--- config.mk ---
export PLATFORM = sky130hd
export DESIGN_NAME = addr_region_match
export DESIGN_NICKNAME = d
export VERILOG_FILES = /design/src/rtl/addr_match_pkg.sv /design/src/rtl/addr_region_cfg.sv /design/src/rtl/addr_region_match.sv
export SDC_FILE = /design/constraint.sdc
export NUM_CORES = 1
export LEC_CHECK = 0
export CORE_ASPECT_RATIO = 0.9
export CORE_MARGIN = 2
export CORE_UTILIZATION = 35
export CTS_CLUSTER_DIAMETER = 50
export DETAILED_ROUTE_END_ITERATION = 8
export PLACE_DENSITY = 0.52
export SLEW_MARGIN = 20
export SYNTH_ARGS = -nofsm -noshare
export SYNTH_HDL_FRONTEND = slang
export SYNTH_SLANG_ARGS = --single-unit
--- constraint.sdc ---
create_clock -name clk -period 1.89 [get_ports clk]
set_clock_uncertainty 0.15 [all_clocks]
set_input_delay 0.378 -clock clk [delete_from_list [all_inputs] [get_ports clk]]
set_output_delay 0.378 -clock clk [all_outputs]
set_load 0.02 [all_outputs]
--- src/rtl/addr_match_pkg.sv ---
// Shared constants, region config record and priority encoder for the
// wildcard address decoder.
package addr_match_pkg;

    localparam int ADDR_W_DEF = 32;
    localparam int NREG_DEF   = 4;
    localparam int CNTW_DEF   = 16;

    // Storage is sized for the widest supported build; narrower builds
    // zero-extend, so the unused upper bits are constant and get pruned.
    localparam int AW_MAX    = 64;
    localparam int NREG_MAX  = 16;
    localparam int IDX_MAX_W = 4;

    typedef struct packed {
        logic              en;
        logic [AW_MAX-1:0] match;
        logic [AW_MAX-1:0] care;
    } region_cfg_t;

    typedef struct packed {
        logic                 hit;
        logic [IDX_MAX_W-1:0] idx;
    } prio_t;

    // Lowest set bit wins; idx is 0 when nothing is set.
    function automatic prio_t prio_enc(input logic [NREG_MAX-1:0] hit_vec);
        prio_t res;
        res = '0;
        for (int i = NREG_MAX - 1; i >= 0; i--) begin
            if (hit_vec[i]) begin
                res.hit = 1'b1;
                res.idx = i[IDX_MAX_W-1:0];
            end
        end
        return res;
    endfunction

endpackage

--- src/rtl/addr_region_cfg.sv ---
// Region config register file with a single write port and a combinational
// per-region hit vector for one address.
module addr_region_cfg
    import addr_match_pkg::*;
#(
    parameter int AW   = ADDR_W_DEF,
    parameter int NREG = NREG_DEF,
    parameter int RW   = (NREG > 1) ? $clog2(NREG) : 1
) (
    input  logic            clk,
    input  logic            rstN,
    input  logic            i_we,
    input  logic [RW-1:0]   i_idx,
    input  logic            i_en,
    input  logic [AW-1:0]   i_match,
    input  logic [AW-1:0]   i_care,
    input  logic [AW-1:0]   i_addr,
    output logic [NREG-1:0] o_hits
);

    region_cfg_t       r_cfg [NREG];
    logic [AW_MAX-1:0] w_addr;
    logic [AW_MAX-1:0] w_match;
    logic [AW_MAX-1:0] w_care;

    always_comb begin
        w_addr  = '0;
        w_match = '0;
        w_care  = '0;
        w_addr[AW-1:0]  = i_addr;
        w_match[AW-1:0] = i_match;
        w_care[AW-1:0]  = i_care;
    end

    // Indices at or beyond NREG never compare equal, so such writes drop.
    always_ff @(posedge clk or negedge rstN) begin
        if (!rstN) begin
            for (int r = 0; r < NREG; r++) r_cfg[r] <= '0;
        end else begin
            for (int r = 0; r < NREG; r++) begin
                if (i_we && int'(i_idx) == r) begin
                    r_cfg[r].en    <= i_en;
                    r_cfg[r].match <= w_match;
                    r_cfg[r].care  <= w_care;
                end
            end
        end
    end

    always_comb begin
        o_hits = '0;
        for (int r = 0; r < NREG; r++) begin
            o_hits[r] = r_cfg[r].en &&
                        (((w_addr ^ r_cfg[r].match) & r_cfg[r].care) == '0);
        end
    end

endmodule

--- src/rtl/addr_region_match.sv ---
// Two-stage wildcard address decoder: stage 1 captures the hit vector,
// stage 2 priority-encodes it; valid/ready on both sides plus a miss counter.
module addr_region_match
    import addr_match_pkg::*;
#(
    parameter int AW   = ADDR_W_DEF,
    parameter int NREG = NREG_DEF,
    parameter int RW   = (NREG > 1) ? $clog2(NREG) : 1,
    parameter int CNTW = CNTW_DEF
) (
    input  logic            clk,
    input  logic            rstN,
    input  logic            cfg_we,
    input  logic [RW-1:0]   cfg_idx,
    input  logic            cfg_en,
    input  logic [AW-1:0]   cfg_match,
    input  logic [AW-1:0]   cfg_care,
    input  logic            in_valid,
    output logic            in_ready,
    input  logic [AW-1:0]   in_addr,
    output logic            out_valid,
    input  logic            out_ready,
    output logic [AW-1:0]   out_addr,
    output logic            out_hit,
    output logic [RW-1:0]   out_region,
    input  logic            miss_clr,
    output logic [CNTW-1:0] miss_count
);

    logic [NREG-1:0]     w_hits;
    logic [NREG_MAX-1:0] w_hv;
    prio_t               w_pe;
    logic                w_s2_load;

    logic                r_s1_valid;
    logic [AW-1:0]       r_s1_addr;
    logic [NREG-1:0]     r_s1_hits;
    logic                r_s2_valid;
    logic [AW-1:0]       r_out_addr;
    logic                r_out_hit;
    logic [RW-1:0]       r_out_region;
    logic [CNTW-1:0]     r_miss;

    addr_region_cfg #(.AW(AW), .NREG(NREG), .RW(RW)) u_cfg (
        .clk     (clk),
        .rstN    (rstN),
        .i_we    (cfg_we),
        .i_idx   (cfg_idx),
        .i_en    (cfg_en),
        .i_match (cfg_match),
        .i_care  (cfg_care),
        .i_addr  (in_addr),
        .o_hits  (w_hits)
    );

    assign w_s2_load = !r_s2_valid || out_ready;
    assign in_ready  = !r_s1_valid || w_s2_load;

    always_comb begin
        w_hv            = '0;
        w_hv[NREG-1:0]  = r_s1_hits;
        w_pe            = prio_enc(w_hv);
    end

    // Hit vector is sampled against pre-edge config, so a same-cycle
    // config write only affects later addresses.
    always_ff @(posedge clk or negedge rstN) begin
        if (!rstN) begin
            r_s1_valid <= 1'b0;
            r_s1_addr  <= '0;
            r_s1_hits  <= '0;
        end else if (in_ready) begin
            r_s1_valid <= in_valid;
            if (in_valid) begin
                r_s1_addr <= in_addr;
                r_s1_hits <= w_hits;
            end
        end
    end

    always_ff @(posedge clk or negedge rstN) begin
        if (!rstN) begin
            r_s2_valid   <= 1'b0;
            r_out_addr   <= '0;
            r_out_hit    <= 1'b0;
            r_out_region <= '0;
        end else if (w_s2_load) begin
            r_s2_valid <= r_s1_valid;
            if (r_s1_valid) begin
                r_out_addr   <= r_s1_addr;
                r_out_hit    <= w_pe.hit;
                r_out_region <= w_pe.idx[RW-1:0];
            end
        end
    end

    always_ff @(posedge clk or negedge rstN) begin
        if (!rstN) begin
            r_miss <= '0;
        end else if (miss_clr) begin
            r_miss <= '0;
        end else if (r_s2_valid && out_ready && !r_out_hit && r_miss != '1) begin
            r_miss <= r_miss + 1'b1;
        end
    end

    assign out_valid  = r_s2_valid;
    assign out_addr   = r_out_addr;
    assign out_hit    = r_out_hit;
    assign out_region = r_out_region;
    assign miss_count = r_miss;

endmodule
==> run metrics, run 1 <==
DP Wirelength=30.7 mm; fin area=19,900 um^2; initial antenna violation count=1; fin crit period=1860 ps; Remaining Overflow, GRT=0; r2r worst-path depth=5; Pwr Total=23.2 mW; WL final=41.6 mm; Placement Cell Area=18,200 um^2; fmax=537 MHz; total core area=42,800 um^2; register clock-pin slew on the reported worst setup and hold paths=60 ps; Post-Syn Area per Cell=14.3 um^2; die area=44,800 um^2; asr flop ratio synth=100%; worst flop-to-flop path endpoint=r_s1_hits[3]; Setup violations, final=0; setup TNS=0 ps; # port buffers=157; vias in the first global route=10,014; worst hold start=in_addr[6]; Final Hold Vio Count=0; PD cells=1170 nW/um^2; Seq pwr share=41.5%; Final #Nets=1,414; # IOs=158; clock latency at the later pin of the worst-skew pair=560 ps; worst path arrival time=1330 ps; critical setup path kind=register to output pin; fin util=46.4%; vias=9,329; final antenna-violating net count=0; Synth Flop Type=dfrtp_1; Switching Power=6.29 mW; Clk pwr share=40.0%; sw frac=27.1%; final cycle utilization of the critical path=98.5%; sequential element share of the synthesized area=57.9%; CTS root buf=clkbuf_16; share of cells above drive strength 1=41.7%; Max-cap violations=0; Max FO, Critical Path=3; Post-Syn Area=15,100 um^2; Combinational Power Share=18.5%; vias per cell=4.91; row cnt=72; maximum vdd drop=0.694 mV; post-synthesis cell type count=41; Crit path required time=1360 ps; Die W=223 um; Synth warnings=0; Clock Path Buffers=3; Initial DRC Count=511; Routed WL per cell=21.9 um; largest net degree at the start of global routing=59; CTS buffer count=46; Slew headroom=67.6%; RD Place Congestion=0.838; FF+latch count, synth=349; # diodes=0; drt pass-1 iters=4; CTS Sinks=349; status=finished, final reports clean; first-pass GRT wire length=63.4 mm; hold_ws=157 ps; Syn Inst Count=1,054; RSZ-0062 raised after global routing=true; TritonCTS clock tree=done; EDFF count, synth=0; DRC=0; Chip Height=201 um; max-slew violation count=0; cell internal pwr=16.9 mW; post-synth net total=1,160; synthesis-to-finish area growth=31.8%; FF-to-FF setup slack=80 ps; P_leak=8.68 nW; Hold Crit Endpoint=r_s1_addr[6]; Starting Density=35.2%; Filler Cell Count=3,869; reg-to-reg critical path startpoint=u_cfg.r_cfg[89]; H-Tree Depth=2; Hold Path Class=input pin to register; Overall Global Routing Usage=18.9%; Worst setup SP type=register; crit end category=output pin; hold path depth=2; measured slew at the worst slew-check pin=485 ps
[layout by cell type, fill, tap and decap left out, types with 6 or more instances in the layout]
cell               n
dfrtp_1          348
mux2_2           324
xor2_1           133
clkdlybuf4s50_1   99
buf_4             98
clkbuf_16         49
dlygate4sd2_1     39
a22oi_1           32
buf_12            22
nand2_1           21
nor2_1            17
nand4_1           14
a22o_1            12
buf_2             10
a221oi_2           8
a221oi_1           8
xnor2_1            8
and4_1             6
clkinv_2           6
bufinv_16          6
[worst max path at each step]
stage | cells after the start | from | endpoint
after CTS | 3 | r_s1_valid | in_ready
after global placement | 7 | in_addr[23] | r_s1_hits[2]
after floorplan | 4 | out_valid | r_s1_addr[25]
after global routing | 3 | r_s1_valid | in_ready
final | 3 | r_s1_valid | in_ready
after detailed placement | 7 | in_addr[23] | r_s1_hits[2]
[metal layers]
metal | up-vias | part of all wire, % | track usage (%)
met4 | 2 | 1.7 | 4.24
met1 | 4802 | 49 | 27.6
met2 | 189 | 44 | 28.7
met3 | 54 | 5.6 | 4.13
met5 | - | 0.022 | 0
li1 | 4282 | - | -
[what timing repair did]
| item | 4_1_cts | 5_1_grt |
|---|---|---|
| hold endpoints to repair | 174 | 0 |
| pin swaps | 1 | 2 |
| endpoints found under the setup margin | 55 | 12 |
| gates resized for setup | 92 | 17 |
| hold buffers | 1 | 0 |
| setup buffers | 0 | 2 |
[stage by stage]
step                worst slack [ps]  instances
global route                   -37.4       1901
global placement                -650       1812
floorplan                       2.73       1054
finish                          29.3       1901
CTS                            -12.4       1899
detailed placement              -675       1812
[area by class of cell]
type / count / area, um^2 / area share (%)
clock buffer: 59 / 1310 / 6.61
clock inverter: 27 / 340 / 1.71
inverter: 3 / 11.3 / 0.0567
multi-input combinational: 630 / 6110 / 30.7
sequential: 349 / 8730 / 43.9
tap: 555 / 694 / 3.49
timing repair buffer: 278 / 2680 / 13.5
[cell usage after synthesis (4+ instances only)]
cell,instances,area share (%)
a221oi_1,16,0.93
nand3_1,4,0.13
a22oi_1,32,1.6
nor2_1,17,0.42
o31ai_1,5,0.25
and4_1,6,0.35
xor2_1,133,7.7
mux2_2,324,24
clkbuf_1,37,0.92
a22o_1,12,0.70
xnor2_1,8,0.46
nand3b_1,4,0.20
buf_2,28,0.93
buf_1,6,0.15
a21oi_1,5,0.17
nand4_1,14,0.58
dfrtp_1,349,58
nand2_1,23,0.57
[sequential cells by signal (all words and copies together), names as in the netlist]
| signal | flops |
|---|---|
| out_valid | 1 |
| out_hit | 1 |
| r_s1_addr | 32 |
| u_cfg.r_cfg | 260 |
| r_s1_valid | 1 |
| r_s1_hits | 4 |
| out_addr | 32 |
| miss_count | 16 |
| out_region | 2 |
[power by group through the flow]
stage	Sequential, mW	Combinational, mW	Clock (mW)
3_3_place_gp	9.71	4.41	0
6_report	9.63	4.29	9.27
2_1_floorplan	9.76	2.18	0
4_1_cts	9.62	4.33	9.52
5_1_grt	9.81	4.63	9.87
3_5_place_dp	9.75	4.44	0
[critical path, stage by stage, from the launching register on]
cell	delay, ps
dfrtp_1	380
nand3b_1	120
buf_4	150
buf_6	120
[cells by family after synthesis]
family	count (synthesis)	share of synthesized area, %
fa+ha+maj	1	0.0829
xor+xnor	141	8.19
compound gates	77	3.98
simple gates	86	3.43
flops	349	57.9
mux	325	24.3
buf+inv	75	2.15
(Power assumes the default switching activity.)
==> run 2: changes to the inputs <==
--- a/config.mk
+++ b/config.mk
@@ -7,10 +7,10 @@
 export LEC_CHECK = 0
 export CORE_ASPECT_RATIO = 0.9
 export CORE_MARGIN = 2
-export CORE_UTILIZATION = 35
+export CORE_UTILIZATION = 57
 export CTS_CLUSTER_DIAMETER = 50
 export DETAILED_ROUTE_END_ITERATION = 8
-export PLACE_DENSITY = 0.52
+export PLACE_DENSITY = 0.78
 export SLEW_MARGIN = 20
 export SYNTH_ARGS = -nofsm -noshare
 export SYNTH_HDL_FRONTEND = slang
==> run metrics, run 2 (synthesis results as in run 1) <==
biggest cell delay along the critical path=390 ps (about the same); commonest non-fill, non-tap cell in the layout=dfrtp_1; Initial DRC Count=756 (+48%); clock latency at the later pin of the worst-skew pair=520 ps (-40 ps); # port buffers=157 (unchanged); worst hold start=out_ready; register clock-pin slew on the reported worst setup and hold paths=60 ps (about the same); cell breakdown of the critical path=xor2_1 -> a22o_1 -> a221oi_2 -> nand4_1 -> o31ai_2; Filler Cell Count=1,688 (-56%); critical setup path kind=register to register; PD cells=1110 nW/um^2 (-5.3%); crit end category=register; RSZ-0062 raised after global routing=false; reg-to-reg critical path startpoint=u_cfg.r_cfg[482]; CTS root buf=clkbuf_16; max-slew violation count=0 (unchanged); DRC=0 (unchanged); total core area=26,100 um^2 (-39%); largest net degree at the start of global routing=65 (+10%); # diodes=0 (unchanged); final antenna-violating net count=0 (unchanged); fin util=73.6% (+27 points); Crit path required time=2170 ps (+810 ps); drt pass-1 iters=5 (+1); vias=9,524 (+2.1%); Max FO, Critical Path=2 (-1); die area=27,800 um^2 (-38%); initial antenna violation count=0 (-1); Remaining Overflow, GRT=0 (unchanged); vias in the first global route=10,066 (+0.52%); row cnt=56 (-22%); CP startpoint=u_cfg.r_cfg[482]; Die W=175 um (-21%); CP delay by family, top=compound AO/OA/AOI/OAI gates; Routed WL per cell=22.3 um (+1.8%); Starting Density=57.9% (+23 points); CTS buffer count=38 (-17%); Slew headroom=73.6% (+6.1 points); first-pass GRT wire length=57.7 mm (-9.0%); P_leak=8.51 nW (-2.0%); Clock Path Buffers=3 (unchanged); synthesis-to-finish area growth=27.3%; Top reg by flops=u_cfg.r_cfg; Max-cap violations=0 (unchanged); H-Tree Depth=2 (unchanged); measured slew at the worst slew-check pin=394 ps (-90.7 ps); vias per cell=5.72 (+17%); Final #Nets=1,394 (-1.4%); share of cells above drive strength 1=39.9% (-1.8 points); slowest stage cell, crit path=dfrtp_1; Hold Path Class=input pin to register; status=finished, final reports clean; most frequent cells in the layout=dfrtp_1 (349), mux2_2 (324), xor2_1 (133), clkdlybuf4s50_1 (96), buf_4 (83); Placement Cell Area=17,900 um^2 (-1.6%); fin crit period=1860 ps (-2.29 ps); fin area=19,200 um^2 (-3.4%); Placed Cells=1,595 (-12%); Setup violations, final=0 (unchanged); RD Place Congestion=0.979 (+17%); WL final=37.0 mm (-11%); fmax=538 MHz (+0.12%); max reg flops=260 (unchanged); TritonCTS clock tree=done; Chip Height=158 um (-21%); non-filler instance count after layout=1,664 (-12%); Buf+Inv Stages, Crit Path=0 (-2); Final Hold Vio Count=0 (unchanged); worst path arrival time=2140 ps (+810 ps); Overall Global Routing Usage=27.5% (+8.6 points); # IOs=158 (unchanged); DP Wirelength=26.9 mm (-12%); maximum vdd drop=0.713 mV (+2.7%); Worst setup SP type=register; CTS Sinks=349 (unchanged); setup TNS=0 ps (unchanged); Pwr Total=21.2 mW (-8.5%); final cycle utilization of the critical path=98.3% (-0.12 points)
==> run 2: cell types whose count changed in the layout (fill, tap and decap cells not counted), moves of 5 or more <==
cell           previous run  this run
buf_4                    98        83
buf_2                    10         1
clkbuf_16                49        41
bufinv_16                 6         1
clkbuf_2                  0         5
clkinvlp_4                5         0
dlygate4sd2_1            39        44
==> run 2: routing by layer <==
layer	global-route usage [%]	part of all wire, %	vias up
met5	0	0	-
met4	10.5	3.5	0
met3	5.95	6.8	74
met2	43.9	47	320
met1	37.4	43	4907
li1	-	-	4223
==> run 2: power breakdown <==
group / internal (mW) / switching [mW] / total (mW)
clock network: 4.41 / 2.93 / 7.34
registers: 8.83 / 0.843 / 9.67
logic: 2.24 / 1.98 / 4.21
total: 15.5 / 5.75 / 21.2
==> run 2: worst paths after layout <==
path | to | slack [ps] | depth (start not counted)
worst max register to register | r_s1_hits[0] | 30 | 5
min in group asynchronous | out_valid | 180 | 2
worst max-delay path | r_s1_hits[0] | 30 | 5
max in group asynchronous | u_cfg.r_cfg[139] | 710 | 4
worst min register to register | out_addr[2] | 350 | 1
worst min-delay path | out_valid | 160 | 4
==> run 2: final cells by class <==
class                      count  area, um^2  share of cell area (%)
clock buffer                  56        1160                    6.06
sequential                   349        8730                    45.5
timing repair buffer         266        2640                    13.8
inverter                       3        11.3                  0.0587
multi-input combinational    630        6110                    31.9
clock inverter                12        96.3                   0.502
tap                          348         435                    2.27
==> run 2: timing repair <==
action | 4_1_cts | 5_1_grt
gates resized for setup | 65 | 25
setup buffers | 0 | 0
endpoints found under the hold margin | 281 | 0
setup endpoints to repair | 55 | 16
hold buffers | 1 | 0
pin swaps | 0 | 2
==> run 2: stage by stage <==
stage	hold slack (ps)	setup slack [ps]
final	164	31.6
after global routing	198	2.91
after CTS	168	1.79
after detailed placement	115	-479
after global placement	118	-463
after floorplan	-67.6	2.73
==> run 2: tightest hold or removal path, stage by stage <==
cell and delay (ps):
dlymetal6s2s_1 110, buf_4 120, nand2b_1 130, nand2b_1 60
